<file path="src/rtl/img_process_cfg.sv">
`default_nettype none
// ============================================================================
// Module   : img_process_cfg
// Brief    : RGB565 stream processor (bypass / gray / binary / inverted binary)
//            with per-frame config capture, frame counting and error flags.
// Revision : 1.0  initial release
// ============================================================================
module img_process_cfg #(
    parameter int IMG_W = 640,
    parameter int IMG_H = 480,
    parameter int CNT_W = 20
) (
    input  logic        clk,
    input  logic        rst,
    input  logic [15:0] din,
    input  logic        din_vld,
    input  logic        din_sop,
    input  logic        din_eop,
    input  logic [1:0]  mode_cfg,
    input  logic [7:0]  thresh_cfg,
    input  logic        err_clr,
    output logic [15:0] dout,
    output logic        dout_vld,
    output logic        dout_sop,
    output logic        dout_eop,
    output logic [15:0] frame_cnt,
    output logic        sop_err,
    output logic        len_err,
    output logic        orphan_err
);

    localparam logic [0:0]       c_IDLE      = 1'b0;
    localparam logic [0:0]       c_ACTIVE    = 1'b1;
    localparam logic [CNT_W-1:0] c_frame_len = CNT_W'(IMG_W * IMG_H);
    localparam logic [CNT_W-1:0] c_one       = CNT_W'(1);

    logic [0:0]       r_state;
    logic [CNT_W-1:0] r_pix_cnt;
    logic [15:0]      r_frame_cnt;
    logic [1:0]       r_mode_act;
    logic [7:0]       r_thr_act;
    logic             r_sop_err;
    logic             r_len_err;
    logic             r_orphan_err;

    logic             w_accept;
    logic             w_frame_end;
    logic [CNT_W-1:0] w_len_val;
    logic             w_sop_set;
    logic             w_len_set;
    logic             w_orphan_set;
    logic [1:0]       w_pix_mode;
    logic [7:0]       w_pix_thr;

    // A sop pixel always runs with the freshly captured config, not the stale one.
    assign w_accept     = din_vld & (din_sop | (r_state == c_ACTIVE));
    assign w_frame_end  = w_accept & din_eop;
    assign w_len_val    = din_sop ? c_one : (r_pix_cnt + c_one);
    assign w_sop_set    = din_vld & din_sop & (r_state == c_ACTIVE);
    assign w_len_set    = w_frame_end & (w_len_val != c_frame_len);
    assign w_orphan_set = din_vld & ~din_sop & (r_state == c_IDLE);
    assign w_pix_mode   = din_sop ? mode_cfg   : r_mode_act;
    assign w_pix_thr    = din_sop ? thresh_cfg : r_thr_act;

    always_ff @(posedge clk) begin
        if (rst) begin
            r_state     <= c_IDLE;
            r_pix_cnt   <= '0;
            r_frame_cnt <= '0;
            r_mode_act  <= 2'd0;
            r_thr_act   <= 8'h80;
        end else if (din_vld) begin
            if (din_sop) begin
                r_mode_act <= mode_cfg;
                r_thr_act  <= thresh_cfg;
            end
            if (w_accept) begin
                if (din_eop) begin
                    r_state     <= c_IDLE;
                    r_pix_cnt   <= '0;
                    r_frame_cnt <= r_frame_cnt + 16'd1;
                end else begin
                    r_state   <= c_ACTIVE;
                    r_pix_cnt <= w_len_val;
                end
            end
        end
    end

    // Sticky flags: a new error in the clearing cycle must survive the clear.
    always_ff @(posedge clk) begin
        if (rst) begin
            r_sop_err    <= 1'b0;
            r_len_err    <= 1'b0;
            r_orphan_err <= 1'b0;
        end else begin
            r_sop_err    <= w_sop_set    | (r_sop_err    & ~err_clr);
            r_len_err    <= w_len_set    | (r_len_err    & ~err_clr);
            r_orphan_err <= w_orphan_set | (r_orphan_err & ~err_clr);
        end
    end

    assign frame_cnt  = r_frame_cnt;
    assign sop_err    = r_sop_err;
    assign len_err    = r_len_err;
    assign orphan_err = r_orphan_err;

    // ---------------- stage 1: capture accepted pixel and its config ----------
    logic        r_s1_vld, r_s1_sop, r_s1_eop;
    logic [15:0] r_s1_din;
    logic [1:0]  r_s1_mode;
    logic [7:0]  r_s1_thr;

    always_ff @(posedge clk) begin
        if (rst) begin
            r_s1_vld  <= 1'b0;
            r_s1_sop  <= 1'b0;
            r_s1_eop  <= 1'b0;
            r_s1_din  <= 16'd0;
            r_s1_mode <= 2'd0;
            r_s1_thr  <= 8'd0;
        end else begin
            r_s1_vld <= w_accept;
            if (w_accept) begin
                r_s1_sop  <= din_sop;
                r_s1_eop  <= din_eop;
                r_s1_din  <= din;
                r_s1_mode <= w_pix_mode;
                r_s1_thr  <= w_pix_thr;
            end
        end
    end

    // ---------------- stage 2: luma weighting ---------------------------------
    logic [7:0]  w_r8, w_g8, w_b8;
    logic [15:0] w_sum;

    assign w_r8  = {r_s1_din[15:11], r_s1_din[15:13]};
    assign w_g8  = {r_s1_din[10:5],  r_s1_din[10:9]};
    assign w_b8  = {r_s1_din[4:0],   r_s1_din[4:2]};
    // Weights sum to 256, so the total peaks at 65280 and fits 16 bits.
    assign w_sum = 16'd77  * {8'd0, w_r8}
                 + 16'd150 * {8'd0, w_g8}
                 + 16'd29  * {8'd0, w_b8};

    logic        r_s2_vld, r_s2_sop, r_s2_eop;
    logic [15:0] r_s2_din;
    logic [1:0]  r_s2_mode;
    logic [7:0]  r_s2_thr;
    logic [7:0]  r_s2_gray;

    always_ff @(posedge clk) begin
        if (rst) begin
            r_s2_vld  <= 1'b0;
            r_s2_sop  <= 1'b0;
            r_s2_eop  <= 1'b0;
            r_s2_din  <= 16'd0;
            r_s2_mode <= 2'd0;
            r_s2_thr  <= 8'd0;
            r_s2_gray <= 8'd0;
        end else begin
            r_s2_vld <= r_s1_vld;
            if (r_s1_vld) begin
                r_s2_sop  <= r_s1_sop;
                r_s2_eop  <= r_s1_eop;
                r_s2_din  <= r_s1_din;
                r_s2_mode <= r_s1_mode;
                r_s2_thr  <= r_s1_thr;
                r_s2_gray <= 8'(w_sum >> 8);
            end
        end
    end

    // ---------------- stage 3: output formatting ------------------------------
    logic        w_bin;
    logic [15:0] w_pix_out;

    assign w_bin = (r_s2_gray >= r_s2_thr);

    always_comb begin
        w_pix_out = r_s2_din;
        case (r_s2_mode)
            2'd0:    w_pix_out = r_s2_din;
            2'd1:    w_pix_out = {r_s2_gray[7:3], r_s2_gray[7:2], r_s2_gray[7:3]};
            2'd2:    w_pix_out = {16{w_bin}};
            default: w_pix_out = {16{~w_bin}};
        endcase
    end

    always_ff @(posedge clk) begin
        if (rst) begin
            dout     <= 16'd0;
            dout_vld <= 1'b0;
            dout_sop <= 1'b0;
            dout_eop <= 1'b0;
        end else begin
            dout_vld <= r_s2_vld;
            dout_sop <= r_s2_vld & r_s2_sop;
            dout_eop <= r_s2_vld & r_s2_eop;
            if (r_s2_vld) begin
                dout <= w_pix_out;
            end
        end
    end

endmodule
`default_nettype wire

</file>
<file path="config.mk">
export PLATFORM = sky130hd
export DESIGN_NAME = img_process_cfg
export DESIGN_NICKNAME = d
export VERILOG_FILES = /design/src/rtl/img_process_cfg.sv
export SDC_FILE = /design/constraint.sdc
export NUM_CORES = 1
export LEC_CHECK = 0
export BUFFER_PORTS_ARGS = -buffer_cell sky130_fd_sc_hd__buf_2
export CORE_MARGIN = 3
export CORE_UTILIZATION = 43
export DETAILED_ROUTE_END_ITERATION = 12
export HOLD_SLACK_MARGIN = 0.02
export PLACE_DENSITY = 0.69
export REMOVE_ABC_BUFFERS = 1
export SYNTH_ARGS = -nofsm -noshare
export SYNTH_HDL_FRONTEND = slang
export SYNTH_SLANG_ARGS = --single-unit
</file>
<file path="constraint.sdc">
create_clock -name clk -period 13.35 [get_ports clk]
set_input_delay 2.67 -clock clk [delete_from_list [all_inputs] [get_ports clk]]
set_output_delay 2.67 -clock clk [all_outputs]
set_load 0.05 [all_outputs]
</file>
---- Word level (Yosys, flattened, before mapping) ----
Cells that the tools add are included.
word-level totals
  bits in registers ....................... 135
  word-level logic and storage cells ...... 65
  output and inout bits ................... 38
  input port bits ......................... 32
operators by class
  add/subtract/negate cells ............... 4
  order comparisons ....................... 1
  $mul .................................... 3
  bitwise logic cells ..................... 20
  multiplexer cells ....................... 6
  reductions and logical operators ........ 3
  equal/unequal tests ..................... 3
operators by type and width
  cell                                                      number
  one-hot mux 16 bit (3 select lines)                       1
  2-to-1 mux 20 bit                                         2
  multiplier 7 x 8 -> 15 bit (first input constant)         2
  adder 20 x 1 -> 20 bit (second input constant)            1
  inequality test 20 x 19 -> 1 bit (second input constant)  1
  adder 15 x 16 -> 16 bit                                   1
  adder 16 x 1 -> 16 bit (second input constant)            1
  adder 16 x 13 -> 16 bit                                   1
  multiplier 5 x 8 -> 13 bit (first input constant)         1
  bitwise AND 1 bit                                         12
  >= comparator 8 bit                                       1
  2-to-1 mux 8 bit                                          1
  NOT 1 bit                                                 4
  bitwise OR 1 bit                                          4
  AND reduction 3 bit                                       1
  equality test 2 x 1 -> 1 bit (second input constant)      1
  equality test 2 bit (second input constant)               1
  logical NOT 2 bit                                         1
  2-to-1 mux 2 bit                                          1
  AND reduction 2 bit                                       1
  2-to-1 mux 1 bit                                          1

---- Depth between registers and ports, before layout ----
  depth in word-level cells ............... 5
  gate-level depth with buffers ........... 26
  gate-level depth less buffers ........... 26

---- Worst setup path after synthesis ----
OpenSTA, ideal clock, no wires.
  path kind ............................... register to register
  start point ............................. register r_s1_din[9]
  end point ............................... register r_s2_gray[7]
  arrival ................................. 5.820 ns
  slack ................................... 7.409 ns
  clock period less this slack ............ 5.941 ns
  required time ........................... 13.228 ns
  cell stages (with the launch flop) ...... 23
  setup time .............................. 0.122 ns
  buffers on the path ..................... 0
  cells stage by stage .................... dfxtp_1 ha_1 ha_1 inv_1 fa_1 inv_1 fa_1 ha_1 xor2_1 fa_1 fa_1 fa_1 inv_1 fa_1 ha_1 nor2_1 a21oi_1 o311ai_1 o21ai_0 a21o_1 a21oi_1 xor2_1 o21ai_0
between the ends
  longest elaborated chain between the ends .. 3
RTL lines
  element                     line  source
  start, declared             110   logic [15:0] r_s1_din;
  start signal, assigned      127   r_s1_din <= din;
  multiplier 7 x 8 -> 15 bit  143   + 16'd150 * {8'd0, w_g8}
  adder 15 x 16 -> 16 bit     143
  adder 16 x 13 -> 16 bit     144   + 16'd29 * {8'd0, w_b8};
  end signal, assigned        169   r_s2_gray <= 8'(w_sum >> 8);
  end, declared               150   logic [7:0] r_s2_gray;
Every way passes these cells.
A chain may end at the register's enable or synchronous reset.

---- Worst setup path in the final report ----
  start point ............................. register r_s1_din[6]
  end point ............................... register r_s2_gray[7]
Same word-level chain as after synthesis.

==> impl_metrics.sql <==
INSERT INTO impl_metrics (metric_group, metric, value, unit) VALUES
('outcome', 'run_status', 'completed', ''),
('global_routing', 'largest_net_degree_at_the_start_of_global_routing', '93', ''),
('routing', 'detail_route.vias_per_cell', '5.15', ''),
('clock_network', 'cts_buffer_depth', '2', ''),
('synthesis', 'mappedNetlistArea', '8860', 'µm²'),
('run', 'drv.max_cap_violation_count', '0', ''),
('power', 'static-leakage-power', '4.56', 'nW'),
('sta', 'fin_worst_skew', '0.00729', 'ns'),
('clock_network', 'htree_levels', '4', ''),
('setup_path', 'crit_type', 'register to register', ''),
('die', 'core', '19800', 'µm²'),
('die', 'initial_core_utilization', '44.6', '%'),
('synthesis', 'ys_top_cells_by_area', 'sky130_fd_sc_hd__dfxtp_1, sky130_fd_sc_hd__ha_1, sky130_fd_sc_hd__fa_1', ''),
('synthesis', 'synth_area_per_cell', '8.79', 'µm²'),
('sta', 'report.final.hold_viol_count', '0', ''),
('synthesis', 'synth_ff_type', 'sky130_fd_sc_hd__dfxtp_1', ''),
('routing', 'route.detailed.drc', '0', ''),
('die', 'design.die.area', '22400', 'µm²'),
('synthesis', 'yosysSeqAreaShare', '30.5', '%'),
('power', 'power.density_cell_area', '123', 'nW/µm²'),
('power', 'clock_power_share', '41.5', '%'),
('clock_network', 'cts_resized', '0', ''),
('synthesis', 'async_flop_share', '0', '%'),
('setup_path', 'kind_of_end_point_of_the_critical_path', 'register', ''),
('synthesis', 'yosysTopAreaCellShare', '30.5', '%'),
('synthesis', 'synth_enable_flop_cells', '0', ''),
('power', 'power', '1.23', 'mW'),
('sta', 'worst_slew_pin_slew', '1.18', 'ns'),
('clock_network', 'post-cts-setup-buffers', '0', ''),
('finish', 'area.growth.synth_to_final', '13.1', '%'),
('clock_network', 'clock_insertion_delay_at_the_later_pin_of_the_skew_report', '0.42', 'ns'),
('die', 'fp.dieW', '150', 'µm'),
('power', 'p_sw_share', '29.5', '%'),
('routing', 'postRouteWirelength', '19400', 'µm'),
('synthesis', 'synth_cell_types', '61', ''),
('finish', 'final_area', '10000', 'µm²'),
('synthesis', 'synth_warnings', '0', ''),
('sta', 'max_slew_margin', '21.4', '%'),
('power', 'power_share_of_the_sequential_group', '35.3', '%'),
('setup_path', 'critical_path.startpoint_type', 'register', ''),
('place', 'routabilityCongestion', '0.849', ''),
('place', 'port-buffer-count', '69', ''),
('clock_network', 'cts_tree', 'built', ''),
('global_routing', 'grt_overflow', '0', ''),
('die', 'io_pins', '70', ''),
('finish', 'design.final.nets', '1235', ''),
('die', 'std_cell_rows', '51', ''),
('routing', 'via_count', '6863', ''),
('sta', 'final.period_utilization', '48.4', '%'),
('synthesis', 'synthesis.instances', '1007', ''),
('synthesis', 'yosys_register_bits', '135', ''),
('setup_path', 'cp_max_fanout', '6', ''),
('routing', 'dr.pass1.iters', '4', ''),
('clock_network', 'clockRootBuffer', 'sky130_fd_sc_hd__clkbuf_16', ''),
('sta', 'timing.fmax', '0.155', 'GHz'),
('place', 'post-place-cells', '1302', ''),
('sta', 'final.hold.worst_slack', '0.452', 'ns'),
('routing', 'drt-wirelength-per-cell', '14.5', 'µm'),
('clock_network', 'cts-buffers-inserted', '17', ''),
('clock_network', 'hold_buffers', '0', ''),
('place', 'dpl-instance-area', '9370', 'µm²'),
('power', 'total_switching_power', '363', 'µW'),
('power', 'power.share.combinational', '23.2', '%'),
('routing', 'route.antenna.remaining_nets', '0', ''),
('finish', 'n_antenna_cell', '0', ''),
('power', 'max-vdd-ir-drop', '0.0877', 'mV'),
('global_routing', 'grt_pass1_wl', '32400', 'µm'),
('finish', 'fin_cells', '1333', ''),
('setup_path', 'worstPathArrival', '6.77', 'ns'),
('sta', 'setup_total_negative_slack', '0', 'ns'),
('routing', 'drc_violation_total_after_the_first_tritonroute_iteration', '325', '');
==> through the flow <==
stage | utilization [%] | worst slack (ns)
6_report | 50.5 | 6.88
4_1_cts | 50.5 | 6.87
5_1_grt | 50.5 | 6.45
3_5_place_dp | 47.2 | 6.91
2_1_floorplan | - | 7.40
3_3_place_gp | 47.2 | 6.99
==> power by group through the flow <==
stage	Combinational [mW]	Sequential (mW)	Clock, mW
global route	0.336	0.436	0.538
finish	0.286	0.434	0.511
floorplan	0.211	0.440	0
CTS	0.291	0.434	0.519
detailed placement	0.288	0.442	0
global placement	0.279	0.442	0
==> worst max-delay path, cell delays in order (launching register included) <==
cell                        delay (ns)
sky130_fd_sc_hd__dfxtp_1          0.49
sky130_fd_sc_hd__ha_1             0.29
sky130_fd_sc_hd__ha_1             0.27
sky130_fd_sc_hd__ha_1             0.28
sky130_fd_sc_hd__inv_1            0.05
sky130_fd_sc_hd__fa_1             0.49
sky130_fd_sc_hd__inv_1            0.04
sky130_fd_sc_hd__ha_1             0.32
sky130_fd_sc_hd__xor2_1           0.18
sky130_fd_sc_hd__fa_1             0.49
sky130_fd_sc_hd__inv_1            0.04
sky130_fd_sc_hd__ha_1             0.29
sky130_fd_sc_hd__inv_1            0.07
sky130_fd_sc_hd__fa_1             0.43
sky130_fd_sc_hd__fa_1             0.54
sky130_fd_sc_hd__inv_1            0.04
sky130_fd_sc_hd__ha_1             0.21
sky130_fd_sc_hd__a2111oi_1        0.41
sky130_fd_sc_hd__inv_1            0.08
sky130_fd_sc_hd__o311ai_1         0.44
sky130_fd_sc_hd__o21ai_0          0.23
sky130_fd_sc_hd__a21o_1           0.25
sky130_fd_sc_hd__a21oi_1          0.17
sky130_fd_sc_hd__xor2_1           0.15
sky130_fd_sc_hd__o21ai_0          0.08
==> cells in the final DEF, fill, tap and decap left out, types with 11 or more instances in the layout <==
master	n
sky130_fd_sc_hd__a211oi_1	13
sky130_fd_sc_hd__a21oi_1	69
sky130_fd_sc_hd__a22oi_1	21
sky130_fd_sc_hd__buf_2	68
sky130_fd_sc_hd__clkbuf_16	17
sky130_fd_sc_hd__dfxtp_1	134
sky130_fd_sc_hd__fa_1	54
sky130_fd_sc_hd__ha_1	93
sky130_fd_sc_hd__inv_1	114
sky130_fd_sc_hd__mux2i_1	42
sky130_fd_sc_hd__nand2_1	97
sky130_fd_sc_hd__nand3_1	19
sky130_fd_sc_hd__nor2_1	107
sky130_fd_sc_hd__o21ai_0	57
sky130_fd_sc_hd__xnor2_1	11
sky130_fd_sc_hd__xor2_1	31
==> path summary, 6_finish.rpt <==
kind,cells past startpoint,endpoint,slack [ns],startpoint
min reg2reg,2,r_thr_act[4],0.45,r_thr_act[4]
min,2,r_thr_act[4],0.45,r_thr_act[4]
max reg2reg,24,r_s2_gray[7],6.88,r_s1_din[6]
max,24,r_s2_gray[7],6.88,r_s1_din[6]
==> layout make-up <==
cell class                 instances  area, µm²
tap                              265        332
timing repair buffer              72        370
clock buffer                      19        443
fill                            1867       9830
clock inverter                    12        199
sequential                       135       2700
multi-input combinational        716       5540
inverter                         114        428
==> cell families after synthesis <==
group                    after synthesis  share of synthesized area (%)
adder cells (fa/ha/maj)              147                           25.3
buffers and inverters                156                           7.09
flip-flops                           135                           30.5
AND/OR/NAND/NOR                      297                           15.6
AO/OA/AOI/OAI                        187                           12.4
XOR/XNOR                              42                           4.15
multiplexers                          43                           4.87
==> sequential cells by signal, indices dropped and copies added, names as in the netlist, 2 cells and up <==
register,count
r_s1_din,16
frame_cnt,16
r_s2_mode,2
r_s1_mode,2
r_thr_act,8
r_mode_act,2
r_pix_cnt,20
r_s2_din,16
r_s2_gray,8
dout,16
r_s2_thr,8
r_s1_thr,8
==> routing by layer <==
| metal | part of all wire [%] | vias up | wire, µm | global-route usage, % |
|---|---|---|---|---|
| li1 | - | 3470 | - | - |
| met1 | 44 | 3265 | 8530 | 22.3 |
| met2 | 49 | 104 | 9560 | 31.0 |
| met3 | 5.4 | 22 | 1050 | 5.51 |
| met4 | 1.1 | 2 | 212 | 3.62 |
| met5 | 0.041 | - | 8 | 0 |
No activity file was read; power rests on OpenSTA's default activity.
